## src/rtl/lcd_write_arbiter_pkg.sv

```systemverilog
// Shared definitions for the LCD write arbiter: state encodings, default
// timing constants (50 MHz clock) and the LCD command bytes used by the sequencers.
package lcd_write_arbiter_pkg;

    // Byte-level arbiter states; the SETUP/ENABLE/HOLD phases live in the nibble writer.
    typedef enum logic [1:0] {
        ARB_IDLE,
        ARB_WRITE,
        ARB_NIBBLE_GAP,
        ARB_BYTE_GAP
    } arb_state_t;

    // Per-nibble phases of the E strobe.
    typedef enum logic [1:0] {
        NW_IDLE,
        NW_SETUP,
        NW_ENABLE,
        NW_HOLD
    } nw_state_t;

    localparam int unsigned DEF_SETUP_CYCLES      = 2;
    localparam int unsigned DEF_ENABLE_CYCLES     = 12;
    localparam int unsigned DEF_HOLD_CYCLES       = 1;
    localparam int unsigned DEF_NIBBLE_GAP_CYCLES = 50;
    localparam int unsigned DEF_BYTE_GAP_CYCLES   = 2000;
    localparam int unsigned DEF_LONG_GAP_CYCLES   = 82000;

    localparam logic [7:0] LCD_CMD_CLEAR        = 8'h01;
    localparam logic [7:0] LCD_CMD_RETURN_HOME  = 8'h02;
    localparam logic [7:0] LCD_CMD_ENTRY_MODE   = 8'h06;
    localparam logic [7:0] LCD_CMD_DISPLAY_ON   = 8'h0C;
    localparam logic [7:0] LCD_CMD_FUNCTION_SET = 8'h28;

    // One-hot port vector for a single-bit port index.
    function automatic logic [1:0] port_onehot(input logic i_port);
        return i_port ? 2'b10 : 2'b01;
    endfunction

endpackage

```

## src/rtl/lcd_nibble_writer.sv

```systemverilog
// Drives one 4-bit LCD transfer: data/RS setup with E low, E high, then hold.
// A start pulse latches the nibble and RS; done pulses in the final hold cycle.
module lcd_nibble_writer
    import lcd_write_arbiter_pkg::*;
#(
    parameter int unsigned SETUP_CYCLES  = DEF_SETUP_CYCLES,
    parameter int unsigned ENABLE_CYCLES = DEF_ENABLE_CYCLES,
    parameter int unsigned HOLD_CYCLES   = DEF_HOLD_CYCLES
) (
    input  logic       i_clk,
    input  logic       i_rst_n,
    input  logic       i_start,
    input  logic [3:0] i_nibble,
    input  logic       i_rs,
    output logic       o_e,
    output logic [3:0] o_data,
    output logic       o_rs,
    output logic       o_done
);

    nw_state_t   r_state;
    nw_state_t   w_next;
    logic [31:0] r_cnt;
    logic [3:0]  r_nibble;
    logic        r_rs;
    logic        w_last;

    // Phase register, per-phase counter (cleared on every phase entry) and latched nibble/RS.
    always_ff @(posedge i_clk or negedge i_rst_n) begin
        if (!i_rst_n) begin
            r_state  <= NW_IDLE;
            r_cnt    <= '0;
            r_nibble <= '0;
            r_rs     <= 1'b0;
        end else begin
            r_state <= w_next;
            if (i_start) begin
                r_nibble <= i_nibble;
                r_rs     <= i_rs;
            end
            if (i_start || (w_next != r_state)) begin
                r_cnt <= '0;
            end else if (r_state != NW_IDLE) begin
                r_cnt <= r_cnt + 32'd1;
            end
        end
    end

    // Detects the final cycle of the current phase and picks the next phase.
    always_comb begin
        w_last = 1'b0;
        w_next = r_state;
        case (r_state)
            NW_SETUP:  w_last = (r_cnt == 32'(SETUP_CYCLES - 1));
            NW_ENABLE: w_last = (r_cnt == 32'(ENABLE_CYCLES - 1));
            NW_HOLD:   w_last = (r_cnt == 32'(HOLD_CYCLES - 1));
            default:   w_last = 1'b0;
        endcase
        if (i_start) begin
            w_next = NW_SETUP;
        end else if (w_last) begin
            case (r_state)
                NW_SETUP:  w_next = NW_ENABLE;
                NW_ENABLE: w_next = NW_HOLD;
                default:   w_next = NW_IDLE;
            endcase
        end
    end

    // E is high only in the enable phase; data is driven for the whole transfer and zero otherwise.
    always_comb begin
        o_e    = (r_state == NW_ENABLE);
        o_data = (r_state != NW_IDLE) ? r_nibble : 4'h0;
        o_rs   = r_rs;
        o_done = (r_state == NW_HOLD) && w_last;
    end

endmodule

```

## src/rtl/lcd_write_arbiter.sv

```systemverilog
// Round-robin arbiter sharing the 4-bit LCD write path between two byte requesters.
// Each granted byte goes out as high then low nibble, followed by the execution gap.
module lcd_write_arbiter
    import lcd_write_arbiter_pkg::*;
#(
    parameter int unsigned SETUP_CYCLES      = DEF_SETUP_CYCLES,
    parameter int unsigned ENABLE_CYCLES     = DEF_ENABLE_CYCLES,
    parameter int unsigned HOLD_CYCLES       = DEF_HOLD_CYCLES,
    parameter int unsigned NIBBLE_GAP_CYCLES = DEF_NIBBLE_GAP_CYCLES,
    parameter int unsigned BYTE_GAP_CYCLES   = DEF_BYTE_GAP_CYCLES,
    parameter int unsigned LONG_GAP_CYCLES   = DEF_LONG_GAP_CYCLES
) (
    input  logic       Clock,
    input  logic       Reset,
    input  logic [1:0] iReq_Valid,
    input  logic [7:0] iReq_Byte0,
    input  logic [7:0] iReq_Byte1,
    input  logic [1:0] iReq_RS,
    input  logic [1:0] iReq_Long,
    output logic [1:0] oReq_Accept,
    output logic [1:0] oReq_Done,
    output logic       oBusy,
    output logic       oLCD_Enabled,
    output logic       oLCD_RegisterSelect,
    output logic       oLCD_ReadWrite,
    output logic       oLCD_StrataFlashControl,
    output logic [3:0] oLCD_Data
);

    arb_state_t  r_state;
    arb_state_t  w_next;
    logic [31:0] r_cnt;
    logic        r_nibSel;
    logic        r_lastGrant;
    logic [3:0]  r_lowNibble;
    logic        r_rs;
    logic        r_long;
    logic        r_port;

    logic        w_grant;
    logic        w_take;
    logic [7:0]  w_selByte;
    logic [31:0] w_gapLen;
    logic        w_gapLast;
    logic        w_nibGapLast;
    logic        w_nwStart;
    logic [3:0]  w_nwNibble;
    logic        w_nwRsIn;
    logic        w_nwE;
    logic [3:0]  w_nwData;
    logic        w_nwRsOut;
    logic        w_nwDone;

    // Grant selection and the starts of the two nibble transfers of a byte.
    always_comb begin
        w_grant      = (iReq_Valid == 2'b11) ? ~r_lastGrant : iReq_Valid[1];
        w_take       = (r_state == ARB_IDLE) && Reset && (iReq_Valid != 2'b00);
        w_selByte    = w_grant ? iReq_Byte1 : iReq_Byte0;
        w_gapLen     = r_long ? 32'(LONG_GAP_CYCLES) : 32'(BYTE_GAP_CYCLES);
        w_gapLast    = (r_cnt == w_gapLen - 32'd1);
        w_nibGapLast = (r_cnt == 32'(NIBBLE_GAP_CYCLES - 1));
        w_nwStart    = w_take || ((r_state == ARB_NIBBLE_GAP) && w_nibGapLast);
        w_nwNibble   = w_take ? w_selByte[7:4] : r_lowNibble;
        w_nwRsIn     = w_take ? iReq_RS[w_grant] : r_rs;
    end

    lcd_nibble_writer #(
        .SETUP_CYCLES  (SETUP_CYCLES),
        .ENABLE_CYCLES (ENABLE_CYCLES),
        .HOLD_CYCLES   (HOLD_CYCLES)
    ) u_nibble_writer (
        .i_clk    (Clock),
        .i_rst_n  (Reset),
        .i_start  (w_nwStart),
        .i_nibble (w_nwNibble),
        .i_rs     (w_nwRsIn),
        .o_e      (w_nwE),
        .o_data   (w_nwData),
        .o_rs     (w_nwRsOut),
        .o_done   (w_nwDone)
    );

    // State register, gap counter cleared on every state entry, and the latched request.
    always_ff @(posedge Clock or negedge Reset) begin
        if (!Reset) begin
            r_state     <= ARB_IDLE;
            r_cnt       <= '0;
            r_nibSel    <= 1'b0;
            r_lastGrant <= 1'b1;
            r_lowNibble <= '0;
            r_rs        <= 1'b0;
            r_long      <= 1'b0;
            r_port      <= 1'b0;
        end else begin
            r_state <= w_next;
            if (w_next != r_state) begin
                r_cnt <= '0;
            end else if (r_state != ARB_IDLE) begin
                r_cnt <= r_cnt + 32'd1;
            end
            if (w_take) begin
                r_lowNibble <= w_selByte[3:0];
                r_rs        <= iReq_RS[w_grant];
                r_long      <= iReq_Long[w_grant];
                r_port      <= w_grant;
                r_lastGrant <= w_grant;
                r_nibSel    <= 1'b0;
            end else if ((r_state == ARB_WRITE) && w_nwDone) begin
                r_nibSel <= 1'b1;
            end
        end
    end

    // Byte sequencing: write high nibble, gap, write low nibble, execution gap.
    always_comb begin
        w_next = r_state;
        case (r_state)
            ARB_IDLE:       if (w_take) w_next = ARB_WRITE;
            ARB_WRITE:      if (w_nwDone) w_next = r_nibSel ? ARB_BYTE_GAP : ARB_NIBBLE_GAP;
            ARB_NIBBLE_GAP: if (w_nibGapLast) w_next = ARB_WRITE;
            ARB_BYTE_GAP:   if (w_gapLast) w_next = ARB_IDLE;
            default:        w_next = ARB_IDLE;
        endcase
    end

    // Handshake pulses and LCD pins; RS stays at the last latched value outside a transfer.
    always_comb begin
        oReq_Accept             = w_take ? port_onehot(w_grant) : 2'b00;
        oReq_Done               = ((r_state == ARB_BYTE_GAP) && w_gapLast) ? port_onehot(r_port) : 2'b00;
        oBusy                   = (r_state != ARB_IDLE);
        oLCD_Enabled            = w_nwE;
        oLCD_RegisterSelect     = (r_state == ARB_WRITE) ? w_nwRsOut : r_rs;
        oLCD_Data               = w_nwData;
        oLCD_ReadWrite          = 1'b0;
        oLCD_StrataFlashControl = 1'b1;
    end

endmodule

```

## config.mk

```make
export PLATFORM = sky130hd
export DESIGN_NAME = lcd_write_arbiter
export DESIGN_NICKNAME = d
export VERILOG_FILES = /design/src/rtl/lcd_write_arbiter_pkg.sv /design/src/rtl/lcd_nibble_writer.sv /design/src/rtl/lcd_write_arbiter.sv
export SDC_FILE = /design/constraint.sdc
export NUM_CORES = 1
export LEC_CHECK = 0
export ABC_AREA = 0
export CAP_MARGIN = 20
export CORE_UTILIZATION = 35
export CTS_BUF_LIST = sky130_fd_sc_hd__clkbuf_2
export DETAILED_ROUTE_END_ITERATION = 10
export PLACE_DENSITY_LB_ADDON = 0.25
export SYNTH_ARGS = -nofsm -noshare
export SYNTH_HDL_FRONTEND = slang
export SYNTH_SLANG_ARGS = --single-unit
```

## constraint.sdc

```tcl
create_clock -name Clock -period 3 [get_ports Clock]
set_clock_uncertainty 0.05 [all_clocks]
set_input_delay 0.6 -clock Clock [delete_from_list [all_inputs] [get_ports Clock]]
set_output_delay 0.6 -clock Clock [all_outputs]
set_load 0.02 [all_outputs]
```

; Word-level counts from Yosys, hierarchy flattened
; Cells that the tools add are included.
[op_classes]
bitwise = 1
addsub = 3
shifts = 0
n_reduce_logical = 16
n_eq_ne = 13
n_lt_le_gt_ge = 1
n_div = 0
mux = 31
n_mul = 0
[op_table]
columns = cell, n
row1 = two-way mux 32 bit, 4
row2 = adder 32 x 1 -> 32 bit (second input constant), 2
row3 = equality test 32 x 1 -> 1 bit (second input constant), 1
row4 = equality test 32 bit, 1
row5 = equality test 32 x 4 -> 1 bit (second input constant), 1
row6 = equality test 32 x 6 -> 1 bit (second input constant), 1
row7 = zero test 32 bit, 1
row8 = two-way mux 2 bit, 10
row9 = subtractor 17 x 1 -> 18 bit (second input constant), 1
row10 = two-way mux 17 bit, 1
row11 = nonzero test 2 bit, 6
row12 = equality test 2 bit (second input constant), 5
row13 = two-way mux 1 bit, 10
row14 = two-way mux 4 bit, 2
row15 = two-way mux 8 bit, 1
row16 = case mux 2 bit (4 select lines), 1
row17 = logical AND 1 bit, 6
row18 = equality test 2 x 1 -> 1 bit (second input constant), 2
row19 = != test 2 bit, 2
row20 = case mux 2 bit (2 select lines), 1
row21 = case mux 1 bit (3 select lines), 1
row22 = zero test 2 bit, 1
row23 = logical OR 1 bit, 2
row24 = less-than comparator 1 x 2 -> 1 bit (second input constant), 1
row25 = inverter 1 bit, 1
[word_totals]
regBits = 82
latch_bits = 0
wordCells = 77
input_bits = 24
memories = 0
ramBits = 0
romBits = 0
output_inout_bits = 13

; Depth between registers and ports, before layout
; Gate-level depths: netlist of run 1.
[depth]
depth_word = 8
ltp_mapped = 9
depth_no_buf = 7

; Cells and area by module
; A second synthesis of run 1 with hierarchy kept.
[hier_totals]
hier_cells = 480
hier_area_um2 = 4590.7
[by_module_without_submodules]
columns = mod, area_per_inst_um2, seq_area_each_um2, n_inst, cells_each
row1 = lcd_write_arbiter, 2401.1, 1077.3, 1, 267
row2 = lcd_nibble_writer, 2189.6, 975.9, 1, 213

; Worst setup path before layout of run 1
; Ideal clock, no wire load.
[synth_path]
kind = reg-to-output
startpoint = register r_state[1]
endpoint = output oReq_Accept[1]
t_required_ns = 2.350
arrival_ns = 1.693
path_stages_with_launch = 6
path_buffers = 2
slack_ns = 0.657
path_cell_list = dfrtp_1 > clkbuf_1 > or2_2 > buf_2 > or2_2 > nor2_1
[synth_between]
elab_chain_len = 4
[synth_rtl]
columns = item, line_no
row1 = from (decl), lcd_write_arbiter.sv:30  ; arb_state_t r_state;
row2 = from (signal assigned), lcd_write_arbiter.sv:95  ; r_state <= w_next;
row3 = zero test 2 bit, lcd_write_arbiter.sv:57  ; w_take = (r_state == ARB_IDLE) && Reset && (iReq_Valid != 2'b00);
row4 = logical AND 1 bit (2 in a row), lcd_write_arbiter.sv:57
row5 = two-way mux 2 bit, lcd_write_arbiter.sv:128  ; oReq_Accept = w_take ? port_onehot(w_grant) : 2'b00;
row6 = to (decl), lcd_write_arbiter.sv:20  ; output logic [1:0] oReq_Accept,
; No other way between the ends.

; Final worst setup path of run 1
[layout_path]
startpoint = register u_nibble_writer.r_state[0]
endpoint = output oLCD_Data[3]
[layout_between]
elab_chain_len = 2
[layout_rtl]
columns = item, line_no
row1 = from (decl), lcd_nibble_writer.sv:21  ; nw_state_t r_state;
row2 = from (signal assigned), lcd_nibble_writer.sv:36  ; r_state <= w_next;
row3 = nonzero test 2 bit, lcd_nibble_writer.sv:73  ; o_data = (r_state != NW_IDLE) ? r_nibble : 4'h0;
row4 = two-way mux 4 bit, lcd_nibble_writer.sv:73
row5 = to (decl), lcd_write_arbiter.sv:27  ; output logic [3:0] oLCD_Data
; No other way between the ends.

==> results of run 1 <==
[area by class of cell]
type | instances | area share, %
inverter | 12 | 0.844
multi-input combinational | 378 | 44.5
antenna | 3 | 0.141
sequential | 82 | 38.5
clock buffer | 9 | 0.844
timing repair buffer | 64 | 10.7
tap | 172 | 4.03
clock inverter | 5 | 0.446
[critical path: stages, from the launching register on]
cell and delay [ns]:
dfrtp_1 0.42, inv_1 0.09, ha_1 0.23, buf_4 0.18, nor2b_1 0.16, clkdlybuf4s50_1 0.63
[power breakdown]
group	total (µW)	switching, µW	leakage [µW]	internal, µW
Combinational	1500	783	0.00115	716
Sequential	1880	422	0.00106	1460
Clock	453	361	0.0000546	92.1
Total	3830	1570	0.00227	2270
[worst max path at each step]
stage	startpoint	to	slack [ns]	cells past startpoint
after global placement	iReq_Valid[1]	oReq_Accept[1]	0.09	5
after CTS	r_cnt[17]	oReq_Done[0]	0.05	6
after floorplan	r_state[1]	oReq_Accept[1]	0.66	5
after detailed placement	iReq_Valid[1]	oReq_Accept[1]	0.07	5
after global routing	u_nibble_writer.r_state[0]	oLCD_Data[3]	0.005	5
final	u_nibble_writer.r_state[0]	oLCD_Data[3]	0.14	5
[cells by family (layout without fill, tap and decap cells)]
logic type | after synthesis | in the layout | share of synthesized area, %
other | 2 | 5 | 0.165
flip-flops | 82 | 82 | 45.0
multiplexers | 8 | 8 | 1.92
buffers and inverters | 38 | 90 | 4.17
adder cells (fa/ha/maj) | 7 | 7 | 1.92
XOR/XNOR | 62 | 62 | 11.9
AO/OA/AOI/OAI | 35 | 35 | 5.76
AND/OR/NAND/NOR | 264 | 264 | 29.2
[layer usage]
layer / up-vias / track usage, % / wire (µm)
met5: - / 0 / 0
met4: 0 / 6.92 / 162
met3: 10 / 3.48 / 449
met2: 87 / 24.3 / 4640
met1: 1789 / 21.9 / 4810
li1: 1825 / - / -
[per-stage QoR]
| stage | cells | hold slack [ns] | power [µW] | worst slack, ns |
|---|---|---|---|---|
| finish | 725 | 0.473 | 3830 | 0.142 |
| global route | 725 | 0.501 | 4140 | 0.00478 |
| CTS | 718 | 0.478 | 3840 | 0.0533 |
| detailed placement | 695 | 0.439 | 3330 | 0.0672 |
| global placement | 695 | 0.430 | 3300 | 0.0855 |
| floorplan | 498 | 0.254 | 2860 | 0.657 |
[flip-flops by register name, indices dropped and copies added, names as in the netlist]
register	flops
u_nibble_writer.r_cnt	32
r_state	2
u_nibble_writer.r_state	2
r_rs	1
r_long	1
r_port	1
u_nibble_writer.o_rs	1
r_nibSel	1
u_nibble_writer.r_nibble	4
r_lowNibble	4
r_lastGrant	1
r_cnt	32
[cell usage in the layout (no fill, tap or decap), types with 2 or more instances in the layout]
cell,n
dfrtp_1,79
mux2i_1,2
nor4_2,4
nand4_1,28
nor3_1,8
nand3b_1,3
nand2_1,45
a21o_1,5
nor2_1,91
nor4_1,20
mux2_2,6
nor2b_1,7
and3_1,7
buf_4,30
a211o_1,2
xor2_1,30
or2_2,3
xnor2_1,32
dfrtp_2,2
conb_1,2
nand4b_1,2
diode_2,3
a21oi_1,4
clkdlybuf4s50_1,28
inv_1,12
dlygate4sd2_1,2
clkbuf_2,9
clkinv_2,4
o21ai_0,3
nand3_1,18
and4_1,8
or3_1,4
a31oi_1,11
and2_1,4
nor3b_1,2
ha_1,7
[repair_timing]
item | in CTS | in global routing
setup endpoints to repair | 4 | 4
pin swaps | 3 | 4
buffers inserted | 8 | 3
hold endpoints to repair | 16 | 0
hold buffers | 1 | 0
resized for setup | 16 | 7
==> results.json, run 1 <==
{
  "grt_overflow_total": 0,
  "worstSetupPathType": "reg -> out",
  "hold_class": "reg -> reg",
  "die_w_um": 116,
  "worst_setup_hold_path_clk_slew_ns": 0.18,
  "synth_top_cells_by_count": "92 x nor2_1, 81 x dfrtp_1, 45 x nand2_1",
  "setup_tns_ns": 0,
  "outcome": "complete, no violations",
  "worst-slew-pin-transition_ns": 0.820,
  "first_pass_grt_wire_length_mm": 16.8,
  "yosys_register_bits": 82,
  "synth_area_leaders": "dfrtp_1 44%, nor2_1 7.6%, xnor2_1 6.1%",
  "ys_seq_area_share_pct": 45.0,
  "place_congestion": 0.828,
  "post_synth.cell_area_avg_um2": 9.16,
  "ys_dominant_reg_cell": "dfrtp_1",
  "area.growth.synth_to_final_pct": 17.0,
  "drcViolationCount": 0,
  "tritoncts_num_sinks": 82,
  "crit_path_end_kind": "primary output",
  "clock_insertion_delay_worst_skew_ns": 0.53,
  "worst_reg2reg_path_endpoint": "u_nibble_writer.r_cnt[24]",
  "rr_startpoint": "u_nibble_writer.r_state[0]",
  "place_hpwl_mm": 6.81,
  "num-nets-final": 578,
  "cts_max_level": 3,
  "setup_violations": 0,
  "grt_setup_unrepaired": "false",
  "die_height_um": 116,
  "globalRouteTotalUtil_pct": 16.0,
  "fin_area_um2": 5340,
  "max_freq_ghz": 0.350,
  "worst-path-max-fanout": 10,
  "placedInstanceArea_um2": 5110,
  "layout_min_cycle_time_ns": 2.86,
  "netlist_instances": 498,
  "tritoncts_clock_tree": "done",
  "yosysUniqueCellTypes": 50,
  "routed-via-count": 3711,
  "power_leakage_uw": 0.00227,
  "num_rows": 41,
  "wl_mm": 10.1,
  "clk_root_buffer_cell": "clkbuf_2",
  "synthesis.nets": 529,
  "hold-path-cell-count": 1,
  "yosys_warnings": 0,
  "initial_core_util_pct": 36.0,
  "detail_route.wl_per_cell_um": 13.9,
  "max-cap-violations": 0,
  "filler_cell_count": 1282,
  "worst_hold_path.endpoint": "u_nibble_writer.r_nibble[3]",
  "relSlewSlack_pct": 45.4,
  "min_period_over_period_pct": 95.3,
  "viasPerCell": 5.12,
  "drt_pass1_iterations": 4,
  "post-synth-top-count-cell": "nor2_1",
  "port_buffers": 34,
  "multi_input_combinational_cell_area_um2": 2370,
  "cp.required_ns": 2.35,
  "post-synth-top-area-fraction_pct": 44.4,
  "hold_start": "u_nibble_writer.r_nibble[3]",
  "maxSlewViolCount": 0,
  "number_of_synthesized_flops_with_an_enable_pin": 0,
  "io_pins": 37,
  "placeableCoreArea_um2": 12700,
  "grt_start_max_net_pins": 66,
  "post_route_cells_drive_above_1_share_pct": 12.9,
  "first_global_vias": 3423,
  "category_of_the_worst_setup_path_launch_point": "flip-flop",
  "r2r_slack_ns": 0.39,
  "number_of_antenna_violations_at_the_first_check_in_global_routing": 1,
  "power_density_nw_per_um2": 718,
  "drtAntennaViolNets": 0,
  "sequential_cell_area_um2": 2060,
  "worst-r2r-cell-count": 8,
  "timing_hold_violations_final": 0,
  "cell_type_with_the_highest_aggregate_area_in_the_netlist": "dfrtp_1",
  "fp.dieArea_um2": 13500,
  "max-clock-path-buffers": 2,
  "synth-async-reset-ratio_pct": 100,
  "syn_area_um2": 4560,
  "drtIter0Drc": 269,
  "utilization_pct": 42.1,
  "cts-buffers-inserted": 9,
  "timing.critical_path.arrival_ns": 2.21,
  "max-vdd-ir-drop_mv": 0.352
}
Note: power is estimated with default switching activity, not from simulation.
==> inputs of run 2 (changes only) <==
--- a/config.mk
+++ b/config.mk
@@ -11,6 +11,7 @@
 export CTS_BUF_LIST = sky130_fd_sc_hd__clkbuf_2
 export DETAILED_ROUTE_END_ITERATION = 10
 export PLACE_DENSITY_LB_ADDON = 0.25
+export SKIP_LAST_GASP = 1
 export SYNTH_ARGS = -nofsm -noshare
 export SYNTH_HDL_FRONTEND = slang
 export SYNTH_SLANG_ARGS = --single-unit
==> run 2 against run 1 <==
First-iteration DRC count is 10% lower. Sequential power hardly changed. Worst hold slack hardly changed. Setup slack worse by 0.032 ns. Final cell count is 0.14% higher. Largest cell class unchanged. Maximum frequency is 1.1% lower. Clock power hardly changed. Critical path depth is 1 higher. Sequential share of layout area is 0.063 points lower. Total power hardly changed. Core utilization is 0.069 points higher. Die area stayed put.
==> results.json, run 2 (same netlist as run 1, synthesis figures left out) <==
{
  "grt_setup_unrepaired": "true",
  "timing_hold_violations_final": 0,
  "filler_cell_count": 1280,
  "area.growth.synth_to_final_pct": 17.1,
  "fin_ws_ns": 0.110,
  "num-nets-final": 579,
  "initial_core_util_pct": 36.0,
  "relSlewSlack_pct": 45.6,
  "worstSetupPathType": "reg -> out",
  "max-vdd-ir-drop_mv": 0.352,
  "cts_max_level": 3,
  "drtAntennaViolNets": 0,
  "max-cap-violations": 0,
  "max-clock-path-buffers": 2,
  "most-common-layout-cells": "92 x nor2_1, 79 x dfrtp_1, 45 x nand2_1",
  "drt_pass1_iterations": 4,
  "detail_route.wl_per_cell_um": 13.9,
  "power_leakage_uw": 0.00227,
  "grt_start_max_net_pins": 66,
  "clk_root_buffer_cell": "clkbuf_2",
  "cp.required_ns": 2.35,
  "multi_input_combinational_cell_area_um2": 2370,
  "viasPerCell": 5.09,
  "cts-buffers-inserted": 9,
  "fp.dieArea_um2": 13500,
  "category_of_the_worst_setup_path_launch_point": "flip-flop",
  "first_global_vias": 3421,
  "setup_violations": 0,
  "fin_area_um2": 5340,
  "place_ws_ns": 0.0672,
  "drcViolationCount": 0,
  "die_height_um": 116,
  "number_of_antenna_violations_at_the_first_check_in_global_routing": 1,
  "setup_tns_ns": 0,
  "place_hpwl_mm": 6.81,
  "critical_path.n_buffers_inverters": 2,
  "post_route_cells_drive_above_1_share_pct": 12.9,
  "die_w_um": 116,
  "port_buffers": 34,
  "hold_class": "reg -> reg",
  "io_pins": 37,
  "tritoncts_num_sinks": 82,
  "layout_commonest_cell": "nor2_1",
  "sequential_cell_area_um2": 2060,
  "worst-slew-pin-transition_ns": 0.816,
  "routed-via-count": 3694,
  "placedInstanceArea_um2": 5110,
  "first_pass_grt_wire_length_mm": 16.8,
  "critical-path-max-stage-delay_ns": 0.46,
  "cpMaxStageDelayCell": "dfrtp_1",
  "critical_path.cell_chain": "nor4_4, nand4_1, nor4bb_2, buf_4, and3_1, buf_6",
  "timing.critical_path.arrival_ns": 2.24,
  "outcome": "complete, no violations",
  "place_congestion": 0.828,
  "worst_setup_hold_path_clk_slew_ns": 0.20,
  "num_rows": 41,
  "drtIter0Drc": 241,
  "power_density_nw_per_um2": 717,
  "globalRouteTotalUtil_pct": 16.0,
  "worst_path_dominant_cell_family": "simple AND/OR/NAND/NOR gates",
  "layout_min_cycle_time_ns": 2.89,
  "reg_top3": "r_cnt: 32 flops, u_nibble_writer.r_cnt: 32 flops",
  "worst-path-max-fanout": 2,
  "clock_insertion_delay_worst_skew_ns": 0.53,
  "placeableCoreArea_um2": 12700,
  "crit_path_end_kind": "primary output",
  "wl_mm": 10.1,
  "max_freq_ghz": 0.346,
  "grt_overflow_total": 0,
  "maxSlewViolCount": 0,
  "min_period_over_period_pct": 96.3,
  "tritoncts_clock_tree": "done"
}
run 2: changes by cell type in the layout (fill, tap and decap cells not counted):
cell,change
nor2_1,+1
clkbuf_2,+1
nor2_2,-1
buf_6,+1
buf_2,-1
run 2: layout make-up:
cell class / count / area share [%]
Multi-Input combinational cell: 378 / 44.3
Clock buffer: 9 / 0.843
Timing Repair Buffer: 65 / 10.9
Clock inverter: 5 / 0.445
Inverter: 12 / 0.843
Sequential cell: 82 / 38.5
Antenna cell: 3 / 0.140
Tap cell: 172 / 4.03
run 2: what timing repair did:
item | 4_1_cts | 5_1_grt
hold endpoints to repair | 16 | 0
endpoints found under the setup margin | 4 | 4
hold buffers | 1 | 0
resized for setup | 14 | 8
buffers inserted | 8 | 4
pin swaps | 3 | 4
run 2: power by group:
part | total (µW) | internal [µW] | switching (µW)
combinational | 1500 | 717 | 784
clock | 455 | 92.1 | 363
sequential | 1880 | 1460 | 419
run 2: stage by stage:
stage / hold WS [ns] / total power (µW) / instances / util, %
after floorplan: 0.254 / 2860 / 498 / -
after global placement: 0.430 / 3300 / 695 / 40.3
after detailed placement: 0.439 / 3330 / 695 / 40.3
after CTS: 0.478 / 3840 / 718 / 41.6
after global routing: 0.501 / 4140 / 726 / 42.2
final: 0.473 / 3830 / 726 / 42.2
run 2: metal layers:
metal	track usage, %	share of wire [%]	vias up	wire length [µm]
li1	-	-	1828	-
met1	21.9	48	1783	4820
met2	24.3	46	73	4580
met3	3.48	4.8	10	479
met4	6.92	1.8	0	184
met5	0	0	-	0
run 2: worst reg2reg max path, delay by kind of cell, from the launching register on:
kind,cells,cell delay (ns)
and+or+nand+nor,2,0.42
adders and majority gates,1,0.27
buffers and inverters,2,0.41
AOI/OAI and AO/OA,3,0.94
DFF,1,0.42
run 2: path summary, 6_finish.rpt:
path / start / to / slack (ns) / cells past startpoint
worst max-delay path: r_cnt[15] / oReq_Done[1] / 0.11 / 6
worst min-delay path: u_nibble_writer.r_nibble[3] / u_nibble_writer.r_nibble[3] / 0.47 / 1
worst max register to register: u_nibble_writer.r_state[0] / u_nibble_writer.r_cnt[24] / 0.39 / 8
worst min register to register: u_nibble_writer.r_nibble[3] / u_nibble_writer.r_nibble[3] / 0.47 / 1
max in group asynchronous: Reset / u_nibble_writer.r_state[1] / 1.22 / 4
min in group asynchronous: Reset / r_cnt[8] / 0.54 / 3
==> inputs of run 3 (changes only) <==
==> constraint.sdc (replaced) <==
create_clock -name Clock -period 3 [get_ports Clock]
set_clock_uncertainty 0.05 [all_clocks]
set_input_delay 0.6 -clock Clock [delete_from_list [all_inputs] [get_ports Clock]]
set_output_delay 0.6 -clock Clock [all_outputs]
set_load 0.01 [all_outputs]
==> run 3 against run 2 <==
Maximum frequency increased by 1.5%. Routed wire length increased by 0.48%. Combinational power decreased by 3%. Sequential power about the same. Critical path type unchanged. Die area unchanged. Sequential share of layout area decreased by 0.19 points. Largest power group unchanged. Worst hold slack improved by 0.0040 ns. Global-route usage increased by 0.63 points. Register-to-register slack about the same. Critical path depth decreased by 1. Sequential cell count unchanged. Design area increased by 0.56%.
==> results.json, run 3 (same netlist as run 1, synthesis figures left out) <==
{
  "worst_setup_hold_path_clk_slew_ns": 0.24,
  "outcome": "complete, no violations",
  "drt_pass1_iterations": 4,
  "viasPerCell": 5.16,
  "first_pass_grt_wire_length_mm": 17.2,
  "wl_mm": 10.1,
  "tritoncts_clock_tree": "done",
  "worst_reg2reg_path_endpoint": "u_nibble_writer.r_cnt[0]",
  "r2r_slack_ns": 0.40,
  "utilization_pct": 42.4,
  "num_rows": 41,
  "drcViolationCount": 0,
  "cp.required_ns": 2.35,
  "clk_root_buffer_cell": "clkbuf_2",
  "timing.critical_path.arrival_ns": 2.20,
  "placeableCoreArea_um2": 12700,
  "pwr-share-seq_pct": 46.2,
  "tritoncts_num_sinks": 82,
  "grt_start_max_net_pins": 64,
  "fp.dieArea_um2": 13500,
  "initial_core_util_pct": 36.0,
  "crit_path_end_kind": "primary output",
  "cpMaxStageDelayCell": "dfrtp_1",
  "drtIter0Drc": 197,
  "globalRouteTotalUtil_pct": 16.6,
  "max-clock-path-buffers": 2,
  "worstSetupPathType": "reg -> out",
  "hold-path-cell-count": 2,
  "detail_route.wl_per_cell_um": 14.1,
  "critical_path.n_buffers_inverters": 1,
  "grt_setup_unrepaired": "true",
  "cts-buffers-inserted": 9,
  "routed-via-count": 3707,
  "max-vdd-ir-drop_mv": 0.466,
  "min_period_over_period_pct": 94.9,
  "place_congestion": 0.843,
  "critical_path.cell_chain": "nor4_4, nand4_1, nor4bb_4, and3_1, buf_2",
  "hold_class": "reg -> reg",
  "cell_internal_pwr_uw": 2520,
  "reg_top3": "r_cnt: 32 flops, u_nibble_writer.r_cnt: 32 flops",
  "fraction_of_power_consumed_by_combinational_cells_pct": 35.6,
  "setup_violations": 0,
  "power_leakage_uw": 0.00229,
  "switching_share_pct": 38.1,
  "timing_hold_violations_final": 0,
  "number_of_antenna_violations_at_the_first_check_in_global_routing": 1,
  "power_density_nw_per_um2": 758,
  "placedInstanceArea_um2": 5080,
  "maxSlewViolCount": 0,
  "category_of_the_worst_setup_path_launch_point": "flip-flop",
  "fin_area_um2": 5370,
  "place_ws_ns": 0.107,
  "place.detailed.instances": 691,
  "worst_path_dominant_cell_family": "simple AND/OR/NAND/NOR gates",
  "rr_startpoint": "u_nibble_writer.r_state[0]",
  "port_buffers": 34,
  "fin_ws_ns": 0.154,
  "relSlewSlack_pct": 47.0,
  "worst-path-max-fanout": 5,
  "most-common-layout-cells": "92 x nor2_1, 78 x dfrtp_1, 45 x nand2_1",
  "place_hpwl_mm": 6.85,
  "layout_min_cycle_time_ns": 2.85,
  "grt_overflow_total": 0,
  "worst_setup_path_startpoint": "r_cnt[26]",
  "netSwitchingPower_uw": 1550,
  "first_global_vias": 3510,
  "post_route_cells_drive_above_1_share_pct": 12.1,
  "die_height_um": 116,
  "worst_hold_path.endpoint": "r_nibSel",
  "hold_start": "r_nibSel",
  "clockPowerShare_pct": 18.2,
  "worst-r2r-cell-count": 8,
  "critical-path-max-stage-delay_ns": 0.51,
  "layout_commonest_cell": "nor2_1",
  "area.growth.synth_to_final_pct": 17.8,
  "worst-slew-pin-transition_ns": 0.795,
  "die_w_um": 116,
  "num-nets-final": 573,
  "max-cap-violations": 0,
  "max_freq_ghz": 0.351,
  "drtAntennaViolNets": 0,
  "cts_max_level": 3,
  "io_pins": 37,
  "clock_insertion_delay_worst_skew_ns": 0.55,
  "instances_no_fill": 719
}
==> run 3: routing by layer <==
metal / global-route usage (%) / wire length, µm / vias up
li1: - / - / 1813
met5: 0 / 0 / -
met1: 23.2 / 4890 / 1803
met4: 7.69 / 182 / 0
met2: 25.1 / 4610 / 81
met3: 2.85 / 423 / 10
==> run 3: repair_timing <==
action	in CTS	in global routing
pin swaps	4	2
cloned	0	0
hold buffers	1	0
hold endpoints to repair	18	0
endpoints found under the setup margin	4	3
gates resized for setup	19	2
setup buffers	9	1
==> run 3: cell type report <==
| class | instances | area (µm²) |
|---|---|---|
| diodes | 1 | 2.50 |
| clock buffers | 10 | 50.0 |
| clock inverters | 5 | 104 |
| fillers | 1298 | 7300 |
| inverters | 12 | 45.0 |
| multi-input cells | 378 | 2370 |
| flip-flops and latches | 82 | 2060 |
| well taps | 172 | 215 |
| repair buffers | 59 | 532 |
==> run 3: worst max path at each step <==
stage,cells past startpoint,slack [ns],endpoint
2_1_floorplan,8,0.72,u_nibble_writer.r_cnt[7]
3_3_place_gp,5,0.16,oReq_Accept[1]
3_5_place_dp,5,0.11,oReq_Done[1]
4_1_cts,4,0.04,oReq_Accept[0]
5_1_grt,5,-0.02,oReq_Done[1]
6_report,5,0.15,oReq_Done[1]
==> run 3: metrics by stage <==
stage               setup TNS (ns)  power [µW]  hold slack, ns
floorplan                        0        2820           0.254
global placement                 0        3250           0.430
detailed placement               0        3290           0.441
CTS                              0        4110           0.457
global route               -0.0228        4390           0.488
finish                           0        4080           0.477
==> run 3: tightest hold or removal path, delay by kind of cell, from the launching register on <==
family        cells  cell delay (ns)
flops             1             0.39
simple gates      2             0.12
==> run 3: power by group through the flow <==
| stage | clock network (µW) | logic [µW] | registers, µW |
|---|---|---|---|
| final | 741 | 1450 | 1880 |
| after floorplan | 0 | 1060 | 1760 |
| after global placement | 0 | 1370 | 1880 |
| after CTS | 773 | 1460 | 1870 |
| after detailed placement | 0 | 1390 | 1900 |
| after global routing | 807 | 1640 | 1940 |
